`src/rtl/uart_pkg.sv`:
```
// Shared UART definitions: receiver state encoding, oversampling constants
// and the parity helper shared by the receive and transmit paths.
package uart_pkg;

  typedef enum logic [2:0] {
    ST_IDLE   = 3'd0,
    ST_START  = 3'd1,
    ST_DATA   = 3'd2,
    ST_PARITY = 3'd3,
    ST_STOP   = 3'd4
  } rx_state_t;

  localparam int         OVERSAMPLE = 16;
  localparam logic [3:0] MID_START  = 4'd7;

  // XOR of up to 9 data bits (zero-extend narrower words) folded with the odd select.
  function automatic logic calc_parity(input logic [8:0] bits, input logic odd);
    return (^bits) ^ odd;
  endfunction

endpackage

```
`src/rtl/uart_rx_sync.sv`:
```
// Two-flop synchronizer for asynchronous idle-high inputs (rxd, cts);
// resets to 1 so a reset never looks like a start bit.
module uart_rx_sync (
  input  logic clk,
  input  logic rst_n,
  input  logic d,
  output logic q
);

  logic meta_r;
  logic sync_r;

  // Metastability chain, synchronous active-low reset to the idle level.
  always_ff @(posedge clk) begin
    if (!rst_n) begin
      meta_r <= 1'b1;
      sync_r <= 1'b1;
    end else begin
      meta_r <= d;
      sync_r <= meta_r;
    end
  end

  assign q = sync_r;

endmodule

```
`src/rtl/uart_rx.sv`:
```
// UART receiver: 16x oversampled start/data/parity/stop recovery with a
// valid/ready output holding one frame plus parity, framing and overrun flags.
module uart_rx
  import uart_pkg::*;
#(
  parameter int DATA_BITS  = 8,
  parameter bit PARITY_EN  = 1'b0,
  parameter bit PARITY_ODD = 1'b0,
  parameter int OVERSAMPLE = 16
) (
  input  logic                 clk,
  input  logic                 rst_n,
  input  logic                 sample_tick,
  input  logic                 rxd,
  output logic [DATA_BITS-1:0] rx_data,
  output logic                 rx_valid,
  input  logic                 rx_ready,
  output logic                 parity_err,
  output logic                 frame_err,
  output logic                 overrun,
  output logic                 busy
);

  localparam logic [3:0] LAST_TICK = 4'(OVERSAMPLE - 1);
  localparam logic [3:0] LAST_BIT  = 4'(DATA_BITS - 1);

  logic                 rxd_s;
  rx_state_t            state_r,   state_nx;
  logic [3:0]           os_cnt_r,  os_cnt_nx;
  logic [3:0]           bit_cnt_r, bit_cnt_nx;
  logic [DATA_BITS-1:0] shift_r,   shift_nx;
  logic                 armed_r,   armed_nx;
  logic                 par_bad_r, par_bad_nx;
  logic                 fbad_r,    fbad_nx;
  logic                 stop_hit_s;
  logic                 done_r;
  logic                 busy_r;
  logic                 accept_s;
  logic                 deliver_s;
  logic [DATA_BITS-1:0] rx_data_r;
  logic                 rx_valid_r;
  logic                 parity_err_r;
  logic                 frame_err_r;
  logic                 overrun_r;

  uart_rx_sync u_sync (
    .clk   (clk),
    .rst_n (rst_n),
    .d     (rxd),
    .q     (rxd_s)
  );

  // Next-state and datapath decode; everything holds unless sample_tick is high.
  always_comb begin
    state_nx   = state_r;
    os_cnt_nx  = os_cnt_r;
    bit_cnt_nx = bit_cnt_r;
    shift_nx   = shift_r;
    armed_nx   = armed_r;
    par_bad_nx = par_bad_r;
    fbad_nx    = fbad_r;
    stop_hit_s = 1'b0;
    if (sample_tick) begin
      if (rxd_s) begin
        armed_nx = 1'b1;
      end else begin
        armed_nx = armed_r;
      end
      case (state_r)
        ST_IDLE: begin
          if (!rxd_s && armed_r) begin
            state_nx   = ST_START;
            os_cnt_nx  = 4'd0;
            par_bad_nx = 1'b0;
          end else begin
            state_nx = ST_IDLE;
          end
        end
        ST_START: begin
          if (os_cnt_r == MID_START) begin
            // A high line at mid start bit is a glitch, not a frame.
            if (rxd_s) begin
              state_nx = ST_IDLE;
            end else begin
              state_nx   = ST_DATA;
              os_cnt_nx  = 4'd0;
              bit_cnt_nx = 4'd0;
            end
          end else begin
            os_cnt_nx = os_cnt_r + 4'd1;
          end
        end
        ST_DATA: begin
          os_cnt_nx = os_cnt_r + 4'd1;
          if (os_cnt_r == LAST_TICK) begin
            // Shift in at the top; after DATA_BITS samples the first bit sits at the LSB.
            shift_nx   = {rxd_s, shift_r[DATA_BITS-1:1]};
            bit_cnt_nx = bit_cnt_r + 4'd1;
            if (bit_cnt_r == LAST_BIT) begin
              state_nx = PARITY_EN ? ST_PARITY : ST_STOP;
            end else begin
              state_nx = ST_DATA;
            end
          end else begin
            state_nx = ST_DATA;
          end
        end
        ST_PARITY: begin
          os_cnt_nx = os_cnt_r + 4'd1;
          if (os_cnt_r == LAST_TICK) begin
            par_bad_nx = calc_parity(9'(shift_r), PARITY_ODD) ^ rxd_s;
            state_nx   = ST_STOP;
          end else begin
            state_nx = ST_PARITY;
          end
        end
        ST_STOP: begin
          os_cnt_nx = os_cnt_r + 4'd1;
          if (os_cnt_r == LAST_TICK) begin
            fbad_nx    = ~rxd_s;
            stop_hit_s = 1'b1;
            state_nx   = ST_IDLE;
            // Disarm on a low stop bit so a held break cannot start another frame.
            if (!rxd_s) begin
              armed_nx = 1'b0;
            end else begin
              armed_nx = 1'b1;
            end
          end else begin
            state_nx = ST_STOP;
          end
        end
        default: begin
          state_nx = ST_IDLE;
        end
      endcase
    end else begin
      stop_hit_s = 1'b0;
    end
  end

  // Receiver state, counters and per-frame capture registers.
  always_ff @(posedge clk) begin
    if (!rst_n) begin
      state_r   <= ST_IDLE;
      os_cnt_r  <= 4'd0;
      bit_cnt_r <= 4'd0;
      shift_r   <= {DATA_BITS{1'b0}};
      armed_r   <= 1'b0;
      par_bad_r <= 1'b0;
      fbad_r    <= 1'b0;
      done_r    <= 1'b0;
      busy_r    <= 1'b0;
    end else begin
      state_r   <= state_nx;
      os_cnt_r  <= os_cnt_nx;
      bit_cnt_r <= bit_cnt_nx;
      shift_r   <= shift_nx;
      armed_r   <= armed_nx;
      par_bad_r <= par_bad_nx;
      fbad_r    <= fbad_nx;
      done_r    <= stop_hit_s;
      busy_r    <= (state_nx != ST_IDLE);
    end
  end

  assign accept_s  = rx_valid_r && rx_ready;
  assign deliver_s = done_r && (!rx_valid_r || rx_ready);

  // Output holding register and handshake; runs every clk regardless of ticks.
  always_ff @(posedge clk) begin
    if (!rst_n) begin
      rx_data_r    <= {DATA_BITS{1'b0}};
      rx_valid_r   <= 1'b0;
      parity_err_r <= 1'b0;
      frame_err_r  <= 1'b0;
      overrun_r    <= 1'b0;
    end else begin
      if (deliver_s) begin
        rx_data_r    <= shift_r;
        parity_err_r <= par_bad_r;
        frame_err_r  <= fbad_r;
        rx_valid_r   <= 1'b1;
      end else if (accept_s) begin
        rx_valid_r <= 1'b0;
      end else begin
        rx_valid_r <= rx_valid_r;
      end
      // A finished frame with nowhere to go is dropped and flagged.
      if (done_r && rx_valid_r && !rx_ready) begin
        overrun_r <= 1'b1;
      end else if (accept_s) begin
        overrun_r <= 1'b0;
      end else begin
        overrun_r <= overrun_r;
      end
    end
  end

  assign rx_data    = rx_data_r;
  assign rx_valid   = rx_valid_r;
  assign parity_err = parity_err_r;
  assign frame_err  = frame_err_r;
  assign overrun    = overrun_r;
  assign busy       = busy_r;

endmodule
```
`config.mk`:
```
export PLATFORM = sky130hd
export DESIGN_NAME = uart_rx
export DESIGN_NICKNAME = d
export VERILOG_FILES = /design/src/rtl/uart_pkg.sv /design/src/rtl/uart_rx_sync.sv /design/src/rtl/uart_rx.sv
export SDC_FILE = /design/constraint.sdc
export NUM_CORES = 1
export LEC_CHECK = 0
export ABC_AREA = 1
export CORE_MARGIN = 8
export CORE_UTILIZATION = 40
export CTS_CLUSTER_DIAMETER = 150
export DETAILED_ROUTE_END_ITERATION = 8
export HOLD_SLACK_MARGIN = 0.15
export PLACE_DENSITY_LB_ADDON = 0.3
export SLEW_MARGIN = 15
export SYNTH_ARGS = -nofsm -noshare
export SYNTH_HDL_FRONTEND = slang
export SYNTH_SLANG_ARGS = --single-unit
```
`constraint.sdc`:
```
create_clock -name clk -period 2.1 [get_ports clk]
set_input_delay 0.21 -clock clk [delete_from_list [all_inputs] [get_ports clk]]
set_output_delay 0.21 -clock clk [all_outputs]
set_load 0.01 [all_outputs]
```
## After elaboration in Yosys (flattened, before gate mapping)

Index checks and enable logic that the tools add are counted.
W data, S select, Z words.

| storage, ports and cells | value |
|---|---|
| output and inout port bits | 13 |
| flip-flop bits (word level) | 38 |
| logic and storage cells | 84 |
| input port bits | 5 |

| cells by class | value |
|---|---|
| muxes and demuxes | 27 |
| add/subtract/negate cells | 2 |
| eq/ne operators | 13 |
| bitwise logic cells | 2 |
| reduce and logical (&&, ||, !) cells | 24 |

Operators by type and width:

| operator | number |
|---|---|
| $mux W4 | 5 |
| $mux W3 | 6 |
| $pmux W3 S5 | 1 |
| $pmux W4 S3 | 1 |
| $mux W1 | 11 |
| $ne A2 B2 Y1 const B | 5 |
| $reduce_and A3 Y1 | 3 |
| $reduce_xor A9 Y1 | 1 |
| $add A4 B1 Y4 const B | 2 |
| $eq A4 B3 Y1 const B | 2 |
| $pmux W4 S2 | 1 |
| $reduce_and A4 Y1 | 2 |
| $reduce_bool A2 Y1 | 4 |
| $eq A3 B2 Y1 const B | 2 |
| $reduce_bool A3 Y1 | 2 |
| $logic_and A1 B1 Y1 | 5 |
| $reduce_and A5 Y1 | 1 |
| $eq A4 B4 Y1 const B | 1 |
| $eq A3 B1 Y1 const B | 1 |
| $eq A3 B3 Y1 const B | 1 |
| $logic_not A1 Y1 | 3 |
| $logic_not A3 Y1 | 1 |
| $ne A3 B3 Y1 const B | 1 |
| $reduce_or A3 Y1 | 1 |
| other kinds (5) | 5 |

## Longest topological paths before layout

Gate-level depths: netlist of the first run.

| depth | value |
|---|---|
| word-level depth | 6 |
| mapped depth | 11 |
| gate-level depth less buffers | 11 |

## Cells and area by module

Synthesis of the first run repeated with hierarchy kept, for this count alone.

| unflattened totals | value |
|---|---|
| cells, all modules | 258 |
| area total of the unflattened synthesis | 1809.2 um2 |

By module, submodules not included:

| module | times used | area each (um2) | seq. area each (um2) | cells each |
|---|---|---|---|---|
| uart_rx | 1 | 1754.2 | 720.7 | 252 |
| uart_rx_sync | 1 | 55.1 | 40.0 | 6 |

## Worst setup path before layout of the first run

OpenSTA, ideal clock, no wires.

| timing | value |
|---|---|
| kind | register to register |
| from | register os_cnt_r[0] |
| to | register shift_r[7] |
| path buffers | 1 |
| setup slack | 0.625 ns |
| period minus slack after synthesis | 1.475 ns |
| data required time | 1.981 ns |
| cell stages (with the launch flop) | 10 |
| data arrival time | 1.355 ns |
| setup time | 0.119 ns |
| cells stage by stage | dfxtp_1 > ha_1 > nand2_1 > inv_1 > nand2_2 > nor2_1 > nand2_2 > buf_2 > o21ai_0 > a21oi_1 |

| between the ends | value |
|---|---|
| cells in the longest elaborated chain, start to end | 2 |

Ends and longest elaborated chain:

| element | RTL line | source |
|---|---|---|
| from (decl) | uart_rx.sv:29 | `logic [3:0] os_cnt_r, os_cnt_nx;` |
| from (signal assigned) | uart_rx.sv:156 | `os_cnt_r <= os_cnt_nx;` |
| $eq A4 B4 Y1 | uart_rx.sv:95 | `if (os_cnt_r == LAST_TICK) begin` |
| $reduce_and A3 Y1 (no source line) | -- |  |
| to (signal assigned) | uart_rx.sv:148 | `shift_r <= {DATA_BITS{1'b0}};` |
| to (signal assigned) | uart_rx.sv:158 | `shift_r <= shift_nx;` |
| to (decl) | uart_rx.sv:31 | `logic [DATA_BITS-1:0] shift_r, shift_nx;` |

No other way between the ends.
A chain may end at the register's enable or synchronous reset.

## Final worst setup path of the first run

| timing | value |
|---|---|
| from | register os_cnt_r[0] |
| to | register shift_r[0] |

The elaborated chain is that of the path after synthesis.

==> summary.log, run 1 <==
qor: power.power_density 603.5 nW/um^2
qor: job.max_cap_violations 0
qor: die.initial_utilization 41.58%
qor: sta.setup_viol_count_final 0
qor: layout.layout.filler_cells 455
qor: power.power.ir.vdd_worst 0.3986 mV
qor: sta.relative_slew_margins 71.18%
qor: critical_path.worstReg2RegStart os_cnt_r[0]
qor: clocking.cts_root_buf clkbuf_8
qor: clocking.clock_tree.htree_level_count 2
qor: die.die_w 83.51 um
qor: grt.overflow 0
qor: placed_design.postPlaceCellArea 2048 um^2
qor: grt.grt_pass1_vias 1449
qor: power.p_leak 0.9299 nW
qor: die.floorplan.die_area 6974 um^2
qor: layout.final_common_cell nand2_1
qor: clocking.hold_buffers 0
qor: grt.groute.usage.overall 10.54%
qor: sta.tightest_slew 431.9 ps
qor: clocking.post-cts-setup-buffers 0
qor: critical_path.crit_chain ha_1 -> nand2_1 -> inv_1 -> nand2_2 -> nor2_1 -> nand2_2 -> o21ai_0 -> a21oi_1
qor: sta.post-route-period-util 78.60%
qor: sta.post_layout_min_period 1650 ps
qor: critical_path.critical-path-slowest-cell dfxtp_1
qor: drt.routed_wirelength 3502 um
qor: logic_synthesis.mappedNetlistNets 275
qor: grt.busiest_layer met2
qor: drt.vias 1607
qor: drt.drtPass1Iterations 4
qor: sta.maxClockFrequency 0.6059 GHz
qor: logic_synthesis.ys_ff_latch 38
qor: sta.final_critical_path_setup_slack 449.5 ps
qor: layout.layout.nets 295
qor: grt.pin_count_of_the_biggest_net_entering_global_routing 19
qor: layout.antennaDiodeCount 0
qor: clocking.clock_latency 290 ps
qor: critical_path.worst-setup-path-type reg2reg
qor: drt.drt-vias-per-instance 4.713
qor: critical_path.worst_setup_path_startpoint os_cnt_r[0]
qor: die.boundaryPins 18
qor: layout.most-common-layout-cells nand2_1, dfxtp_1, inv_1
qor: placed_design.gp_routability_congestion 0.8959
qor: drt.route.detailed.drc 0
qor: clocking.numCtsBuffers 5
qor: placed_design.port_buffers 17
qor: outcome.run_status completed
qor: clocking.cts_tree built
qor: critical_path.timing.critical_path.fanout_max 17
qor: worst_hold_path.origin_of_the_worst_min_delay_path u_sync.meta_r
qor: logic_synthesis.syn_avg_cell_area 6.802 um^2
qor: worst_hold_path.holdPathStages 1
qor: grt.met1_capacity_usage_during_global_routing 12.47%
qor: logic_synthesis.post_synthesis_instance_area 1823 um^2
qor: logic_synthesis.sequential_share_of_the_synthesized_area 41.73%
qor: logic_synthesis.ys_warn_count 0
qor: critical_path.arrival 1820 ps
qor: critical_path.rr_worst_depth 8
qor: placed_design.dp.final_hpwl 2673 um
qor: grt.grt_util_met3 3.906%
qor: grt.grt.met2_usage 16.97%
qor: grt.antenna_found_initial 0
qor: drt.detail-route-antenna-nets 0
qor: clocking.cts_sinks 38
qor: die.die_y 83.51 um
qor: layout.areaGrowthSynthToFinish 17.57%
qor: clocking.clockBufferDepth 2
qor: critical_path.cell_seen_most_often_among_critical_path_stages nand2_2
qor: die.placement_rows 24
qor: worst_hold_path.hold_class reg2reg
qor: logic_synthesis.synthCells 268
qor: critical_path.worst_path_largest_cell_delay 380 ps
qor: logic_synthesis.netlist-cell-type-count 27
qor: layout.stdcell_area 2143 um^2
qor: die.core_area 4384 um^2
qor: sta.final_max_slew_viol_count 0
qor: sta.unrepaired_setup_endpoints_after_global_routing no
qor: drt.wl_cell 10.27 um
qor: critical_path.end_kind flip-flop
qor: sta.report.final.hold_viol_count 0
qor: critical_path.cp_data_required_time 2270 ps
qor: clocking.clk_pin_slew_worst_paths 70 ps
qor: sta.tns_setup 0 ps
qor: critical_path.setup.worst_path.start_class flip-flop
qor: layout.drive_gt1_share 10.38%
qor: clocking.post_cts_resize_count 0
qor: drt.detail_route.iter0.violations 72
qor: grt.grt_first_pass_wirelength 6230 um
qor: sta.final.setup_skew 6.662 ps
qor: placed_design.placement.setup.worst_slack 425.2 ps
## area by class of cell
type / instances / area [um^2] / share of cell area [%]
multi-input combinational: 191 / 913.4 / 42.62
timing repair buffer: 19 / 185.2 / 8.640
tap: 52 / 65.06 / 3.036
sequential: 38 / 760.7 / 35.49
clock buffer: 6 / 82.58 / 3.853
clock inverter: 2 / 12.51 / 0.5838
inverter: 33 / 123.9 / 5.779
## routing by layer
layer  wire length (um)  vias to the layer above
li1                   -                      895
met1               1751                      692
met2               1572                       15
met3                124                        5
met4                 53                        0
met5                  0                        -
## Yosys cell counts (all sizes together)
cell type  number  area, um^2
and3            2       12.51
o211ai          1       7.510
a211oi          1       7.510
xor2            2       17.52
or2             3       18.77
ha              2       25.02
nor2           31       136.4
inv            33       123.9
nand4           1       6.260
nand2          81       321.6
nor3            2       21.27
nand3          13       70.07
clkbuf          4       15.01
a21oi          28       143.9
buf             2       10.01
dfxtp          38       760.7
mux2i           1       10.01
o21ai          23       115.1
## flip-flops by register name, summed over array words and instances (netlist names)
| name | cells |
|---|---|
| rx_data | 8 |
| shift_r | 8 |
| bit_cnt_r | 4 |
| os_cnt_r | 4 |
| state_r | 3 |
| armed_r | 1 |
| busy | 1 |
| done_r | 1 |
| fbad_r | 1 |
| frame_err | 1 |
| overrun | 1 |
| par_bad_r | 1 |
| parity_err | 1 |
| rx_valid | 1 |
| u_sync.meta_r | 1 |
| u_sync.q | 1 |
## final timing paths
path / to / slack [ps]
min: u_sync.q / 420
max: shift_r[0] / 450
max reg2reg: shift_r[0] / 450
min reg2reg: u_sync.q / 420
## where the power goes
group	internal (mW)	switching (mW)
clock network	0.264	0.253
logic	0.0202	0.0281
registers	0.725	0.00392
total	1.01	0.285
## cell families after synthesis
logic type	share of synthesized area (%)
AO/OA/AOI/OAI	15.03
buffers and inverters	8.167
multiplexers	0.5491
AND/OR/NAND/NOR	32.19
flip-flops	41.73
adder cells (fa/ha/maj)	1.372
XOR/XNOR	0.9611
## stage by stage
stage | utilization, % | power (mW) | hold WS [ps] | std cells
2_1_floorplan | - | 0.7764 | 310.1 | 268
3_3_place_gp | 46.72 | 0.7942 | 393.5 | 333
3_5_place_dp | 46.72 | 0.7948 | 404.4 | 333
4_1_cts | 48.89 | 1.322 | 423.4 | 341
5_1_grt | 48.89 | 1.360 | 469.6 | 341
6_report | 48.89 | 1.293 | 419.1 | 341
## worst max-delay path: cells and delay by family, from the launching register on
kind,cells,cell delay (ps)
AOI/OAI and AO/OA,2,280
adders and majority gates,1,180
buffers and inverters,1,90
DFF,1,380
and+or+nand+nor,4,590
No activity file was read; power rests on OpenSTA's default activity.
==> run 2, diff against run 1 <==
- clock period: 2.1 -> 1.7 ns (I/O delays scaled with it)
==> run 2 against run 1 <==
  * Routed wire length grew 6.2%
  * Global-route usage grew 0.35 points
  * Combinational power grew 39%
  * Sequential power grew 23%
  * Fmax grew 6.2%
  * Worst setup slack lost 300 ps
  * Utilization grew 1.9 points
  * Count of clock-buffer cells in the layout shrank 1
  * Register-to-register slack lost 300 ps
  * Largest cell class unchanged
  * Largest power group is now the clock network
  * Highest routed layer unchanged
==> summary.log, run 2 (synthesis results as in run 1) <==
qor: outcome.run_status completed [unchanged]
qor: drt.detail-route-antenna-nets 0 [unchanged]
qor: sta.maxClockFrequency 0.6435 GHz [was 0.6059 GHz]
qor: critical_path.cp_data_required_time 1890 ps [was 2270 ps]
qor: critical_path.setup.worst_path.start_class flip-flop [unchanged]
qor: clocking.post-cts-setup-buffers 0 [unchanged]
qor: power.total_power 1.894 mW [was 1.293 mW]
qor: clocking.cts_tree built [unchanged]
qor: sta.final_critical_path_setup_slack 146.0 ps [was 449.5 ps]
qor: power.power.ir.vdd_worst 0.5890 mV [was 0.3986 mV]
qor: die.die_w 83.51 um [unchanged]
qor: clocking.cts_sinks 38 [unchanged]
qor: sta.final_max_slew_viol_count 0 [unchanged]
qor: sta.post_layout_min_period 1554 ps [was 1650 ps]
qor: placed_design.port_buffers 17 [unchanged]
qor: critical_path.worst_path_largest_cell_delay 370 ps [was 380 ps]
qor: placed_design.placement.setup.worst_slack 73.96 ps [was 425.2 ps]
qor: grt.antenna_found_initial 0 [unchanged]
qor: layout.antennaDiodeCount 0 [unchanged]
qor: sta.final.setup_skew 3.921 ps [was 6.662 ps]
qor: clocking.cts_root_buf clkbuf_8 [unchanged]
qor: drt.wl_cell 10.78 um [was 10.27 um]
qor: die.core_area 4384 um^2 [unchanged]
qor: grt.grt_pass1_vias 1534 [was 1449]
qor: power.p_leak 0.9858 nW [was 0.9299 nW]
qor: critical_path.end_kind flip-flop [unchanged]
qor: layout.layout.nets 299 [was 295]
qor: grt.groute.usage.overall 10.89% [was 10.54%]
qor: layout.most-common-layout-cells nand2_1, dfxtp_1, inv_1 [unchanged]
qor: layout.drive_gt1_share 12.29% [was 10.38%]
qor: sta.post-route-period-util 91.41% [was 78.60%]
qor: job.max_cap_violations 0 [unchanged]
qor: grt.grt_first_pass_wirelength 6444 um [was 6230 um]
qor: critical_path.arrival 1740 ps [was 1820 ps]
qor: drt.drt-vias-per-instance 4.820 [was 4.713]
qor: drt.detail_route.iter0.violations 84 [was 72]
qor: clocking.numCtsBuffers 5 [unchanged]
qor: grt.pin_count_of_the_biggest_net_entering_global_routing 19 [unchanged]
qor: power.power_density 850.7 nW/um^2 [was 603.5 nW/um^2]
qor: grt.overflow 0 [unchanged]
qor: die.boundaryPins 18 [unchanged]
qor: sta.setup_viol_count_final 0 [unchanged]
qor: drt.routed_wirelength 3718 um [was 3502 um]
qor: sta.tightest_slew 305.0 ps [was 431.9 ps]
qor: sta.relative_slew_margins 79.60% [was 71.18%]
qor: clocking.clockBufferDepth 2 [unchanged]
qor: clocking.clock_latency 290 ps [about the same]
qor: clocking.clk_pin_slew_worst_paths 80 ps [was 70 ps]
qor: critical_path.crit_chain ha_1 -> nand2_1 -> nor2_2 -> inv_1 -> nand2_2 -> nand3_2 -> nor2_4 -> inv_2 -> o21ai_0 -> nor2_1 [was ha_1 -> nand2_1 -> inv_1 -> nand2_2 -> nor2_1 -> nand2_2 -> o21ai_0 -> a21oi_1]
qor: critical_path.critical-path-slowest-cell dfxtp_1 [unchanged]
qor: placed_design.dp.final_hpwl 2784 um [was 2673 um]
qor: clocking.clock_tree.htree_level_count 2 [unchanged]
qor: placed_design.gp_routability_congestion 0.9117 [was 0.8959]
qor: drt.drtPass1Iterations 4 [unchanged]
qor: sta.report.final.hold_viol_count 0 [unchanged]
qor: clocking.post_cts_resize_count 0 [unchanged]
qor: worst_hold_path.hold_class reg2reg [unchanged]
qor: drt.vias 1663 [was 1607]
qor: die.floorplan.die_area 6974 um^2 [unchanged]
qor: layout.final_common_cell nand2_1 [unchanged]
qor: die.placement_rows 24 [unchanged]
qor: layout.areaGrowthSynthToFinish 22.10% [was 17.57%]
qor: drt.route.detailed.drc 0 [unchanged]
qor: die.die_y 83.51 um [unchanged]
qor: critical_path.worst-setup-path-type reg2reg [unchanged]
qor: clocking.hold_buffers 0 [unchanged]
qor: critical_path.timing.critical_path.fanout_max 4 [was 17]
qor: die.initial_utilization 41.58% [unchanged]
## run 2: metrics by stage
step | instances | instance area (um^2) | setup TNS [ps] | util [%] | hold slack (ps)
floorplan | 268 | 1823 | 0 | - | 270.1
global placement | 337 | 2078 | 0 | 47.40 | 396.7
detailed placement | 337 | 2078 | 0 | 47.40 | 397.2
CTS | 345 | 2216 | 0 | 50.54 | 416.8
global route | 345 | 2226 | -1.808 | 50.77 | 444.6
finish | 345 | 2226 | 0 | 50.77 | 418.0
## run 2: metal layers
layer / up-vias / share of wire, % / global-route usage [%]
li1: 899 / - / -
met1: 730 / 49 / 12.09
met2: 28 / 45 / 18.10
met3: 6 / 4.1 / 4.004
met4: 0 / 1.8 / 4.867
met5: - / 0 / 0
## run 2: layout make-up
class | count | area, um^2
inverter | 33 | 123.9
clock buffer | 5 | 68.82
fill | 428 | 2158
multi-input combinational | 191 | 923.4
timing repair buffer | 23 | 215.2
clock inverter | 3 | 68.82
sequential | 38 | 760.7
tap | 52 | 65.06
## run 2: critical path, delay by kind of cell (launching register included)
family / cells / cell delay [ps]
adders and majority gates: 1 / 170
buffers and inverters: 2 / 130
AOI/OAI and AO/OA: 1 / 140
DFF: 1 / 370
and+or+nand+nor: 6 / 640
## run 2: final timing paths
kind                            depth (start not counted)          start  slack (ps)           end
worst max-delay path                                   10    os_cnt_r[0]         150  bit_cnt_r[2]
worst min-delay path                                    1  u_sync.meta_r         420      u_sync.q
worst max register to register                         10    os_cnt_r[0]         150  bit_cnt_r[2]
worst min register to register                          1  u_sync.meta_r         420      u_sync.q
## run 2: power by group
group          total, mW  leakage [nW]  internal [mW]  switching (mW)
sequential         0.900         0.307          0.895         0.00480
clock              0.927        0.0683          0.588           0.339
combinational     0.0671         0.611         0.0294          0.0376
==> run 3, diff against run 2 <==
- ABC_CLOCK_PERIOD_IN_PS: default -> 1700
- CORE_MARGIN: 8 -> 2
==> run 3 against run 2 <==
  * Critical endpoint is now shift_r[5]
  * Critical path type unchanged
  * Worst setup slack better by 28 ps
  * Combinational power is 2% higher
  * Largest power group is now registers
  * Clock skew is essentially flat
==> summary.log, run 3 (synthesis results as in run 1) <==
qor: placed_design.place.detailed.instances 339 [was 337]
qor: clocking.clk_pin_slew_worst_paths 70 ps [was 80 ps]
qor: layout.antennaDiodeCount 0 [unchanged]
qor: drt.detail-route-antenna-nets 0 [unchanged]
qor: layout.final_common_cell nand2_1 [unchanged]
qor: die.die_y 71.51 um [was 83.51 um]
qor: power.switchingPower 0.3585 mW [was 0.3810 mW]
qor: drt.drtPass1Iterations 4 [unchanged]
qor: sta.relative_slew_margins 78.43% [was 79.60%]
qor: layout.drive_gt1_share 12.88% [was 12.29%]
qor: die.floorplan.die_area 5114 um^2 [was 6974 um^2]
qor: power.power_switching_share 22.26% [was 20.12%]
qor: grt.groute.usage.overall 15.25% [was 10.89%]
qor: critical_path.critical-path-slowest-cell dfxtp_1 [unchanged]
qor: critical_path.setup.worst_path.start_class flip-flop [unchanged]
qor: clocking.hold_buffers 0 [unchanged]
qor: critical_path.number_of_buffers_and_inverters_on_the_critical_path 1 [was 2]
qor: clocking.post_cts_resize_count 0 [unchanged]
qor: layout.areaGrowthSynthToFinish 20.59% [was 22.10%]
qor: die.initial_utilization 41.58% [unchanged]
qor: grt.pin_count_of_the_biggest_net_entering_global_routing 19 [unchanged]
qor: clocking.clock_tree.htree_level_count 2 [unchanged]
qor: die.placement_rows 24 [unchanged]
qor: layout.final_cells 347 [was 345]
qor: drt.vias 1628 [was 1663]
qor: outcome.run_status completed [unchanged]
qor: critical_path.worst_path_largest_cell_delay 370 ps [about the same]
qor: layout.layout.filler_cells 430 [was 428]
qor: clocking.clock_latency 290 ps [about the same]
qor: sta.post-route-period-util 89.78% [was 91.41%]
qor: critical_path.worst-setup-path-type reg2reg [unchanged]
qor: critical_path.arrival 1710 ps [was 1740 ps]
qor: drt.routed_wirelength 3565 um [was 3718 um]
qor: power.share_clk_of_total_power 39.8% [was 48.9%]
qor: critical_path.crit_chain ha_1 -> nand2_1 -> inv_1 -> nand2_2 -> nor2_2 -> nand2_4 -> o21ai_0 -> a21oi_1 [was ha_1 -> nand2_1 -> nor2_2 -> inv_1 -> nand2_2 -> nand3_2 -> nor2_4 -> inv_2 -> o21ai_0 -> nor2_1]
qor: clocking.cts_root_buf clkbuf_8 [unchanged]
qor: power.p_int 1.252 mW [was 1.513 mW]
qor: power.seq_power_share 55.9% [was 47.5%]
qor: sta.report.final.hold_viol_count 0 [unchanged]
qor: die.boundaryPins 18 [unchanged]
qor: drt.route.detailed.drc 0 [unchanged]
qor: worst_hold_path.hold_class reg2reg [unchanged]
qor: critical_path.end_kind flip-flop [unchanged]
qor: grt.overflow 0 [unchanged]
qor: power.total_power 1.611 mW [was 1.894 mW]
qor: critical_path.timing.critical_path.fanout_max 17 [was 4]
qor: clocking.cts_tree built [unchanged]
qor: sta.final_max_slew_viol_count 0 [unchanged]
qor: sta.post_layout_min_period 1526 ps [was 1554 ps]
qor: clocking.numCtsBuffers 5 [unchanged]
qor: clocking.clockBufferDepth 2 [unchanged]
qor: die.core_area 4384 um^2 [unchanged]
qor: grt.grt_first_pass_wirelength 6196 um [was 6444 um]
qor: power.p_leak 0.9749 nW [was 0.9858 nW]
qor: grt.antenna_found_initial 0 [unchanged]
qor: sta.tightest_slew 322.5 ps [was 305.0 ps]
qor: drt.drt-vias-per-instance 4.692 [was 4.820]
qor: power.power_density 732.6 nW/um^2 [was 850.7 nW/um^2]
qor: layout.most-common-layout-cells nand2_1, dfxtp_1, inv_1 [unchanged]
qor: sta.tns_setup 0 ps [unchanged]
qor: placed_design.gp_routability_congestion 0.9446 [was 0.9117]
qor: die.die_w 71.51 um [was 83.51 um]
qor: clocking.cts_sinks 38 [unchanged]
qor: clocking.post-cts-setup-buffers 0 [unchanged]
qor: power.power.share.combinational 4.3% [was 3.5%]
qor: sta.final.setup_skew 3.633 ps [was 3.921 ps]
qor: placed_design.dp.final_hpwl 2643 um [was 2784 um]
qor: power.power.ir.vdd_worst 0.5057 mV [was 0.5890 mV]
qor: placed_design.port_buffers 17 [unchanged]
qor: drt.detail_route.iter0.violations 69 [was 84]
qor: drt.wl_cell 10.27 um [was 10.78 um]
qor: layout.layout.nets 301 [was 299]
qor: sta.maxClockFrequency 0.6552 GHz [was 0.6435 GHz]
qor: sta.setup_viol_count_final 0 [unchanged]
qor: job.max_cap_violations 0 [unchanged]
qor: grt.grt_pass1_vias 1458 [was 1534]
qor: critical_path.worst_path_top_cell_family_by_delay simple AND/OR/NAND/NOR gates [unchanged]
qor: critical_path.cp_data_required_time 1880 ps [was 1890 ps]
==> run 3: changes by cell type in the layout (fill, tap and decap cells not counted) <==
cell / previous run / this run
bufinv_16: 2 / 0
buf_4: 6 / 8
clkinvlp_4: 0 / 1
clkinv_4: 1 / 0
clkbuf_8: 5 / 6
clkinv_2: 0 / 1
==> run 3: path summary, 6_finish.rpt <==
| check | start | endpoint | slack, ps | cells past startpoint |
|---|---|---|---|---|
| setup reg to reg | os_cnt_r[0] | shift_r[5] | 170 | 8 |
| hold / removal | u_sync.meta_r | u_sync.q | 420 | 1 |
| setup / recovery | os_cnt_r[0] | shift_r[5] | 170 | 8 |
| hold reg to reg | u_sync.meta_r | u_sync.q | 420 | 1 |
==> run 3: power by group through the flow <==
stage	clock, mW	combinational, mW	sequential [mW]
finish	0.641	0.0686	0.901
floorplan	0	0.0390	0.920
detailed placement	0	0.0682	0.921
global placement	0	0.0681	0.921
CTS	0.675	0.0687	0.900
global route	0.707	0.0780	0.902
==> run 3: worst register-to-register path: cells and delay by family, from the launching register on <==
family	cells	cell delay, ps
simple gates	4	540
buf+inv	1	90
compound gates	2	240
flops	1	370
fa+ha+maj	1	180
==> run 3: area by class of cell <==
class | count | area [um^2] | share of cell area, %
clock buffer | 6 | 82.58 | 3.756
clock inverter | 2 | 12.51 | 0.5692
inverter | 33 | 123.9 | 5.635
multi-input combinational | 191 | 923.4 | 42.00
sequential | 38 | 760.7 | 34.60
tap | 52 | 65.06 | 2.960
timing repair buffer | 25 | 230.2 | 10.47
==> run 3: metal layers <==
metal / part of all wire, % / up-vias / track usage (%) / wire [um]
met5: 0 / - / 0 / 0
met3: 5.0 / 5 / 4.641 / 177
met1: 49 / 694 / 19.53 / 1753
li1: - / 900 / - / -
met2: 44 / 29 / 24.28 / 1576
met4: 1.6 / 0 / 5.660 / 58
==> run 3: stage by stage <==
| step | utilization (%) | instance area, um^2 | hold WS, ps | worst slack, ps |
|---|---|---|---|---|
| floorplan | - | 1823 | 270.1 | 225.2 |
| global placement | 47.75 | 2093 | 394.2 | 142.5 |
| global route | 50.14 | 2198 | 460.0 | -12.55 |
| CTS | 49.91 | 2188 | 424.2 | 84.99 |
| detailed placement | 47.75 | 2093 | 405.4 | 79.73 |
| finish | 50.14 | 2198 | 421.2 | 173.8 |
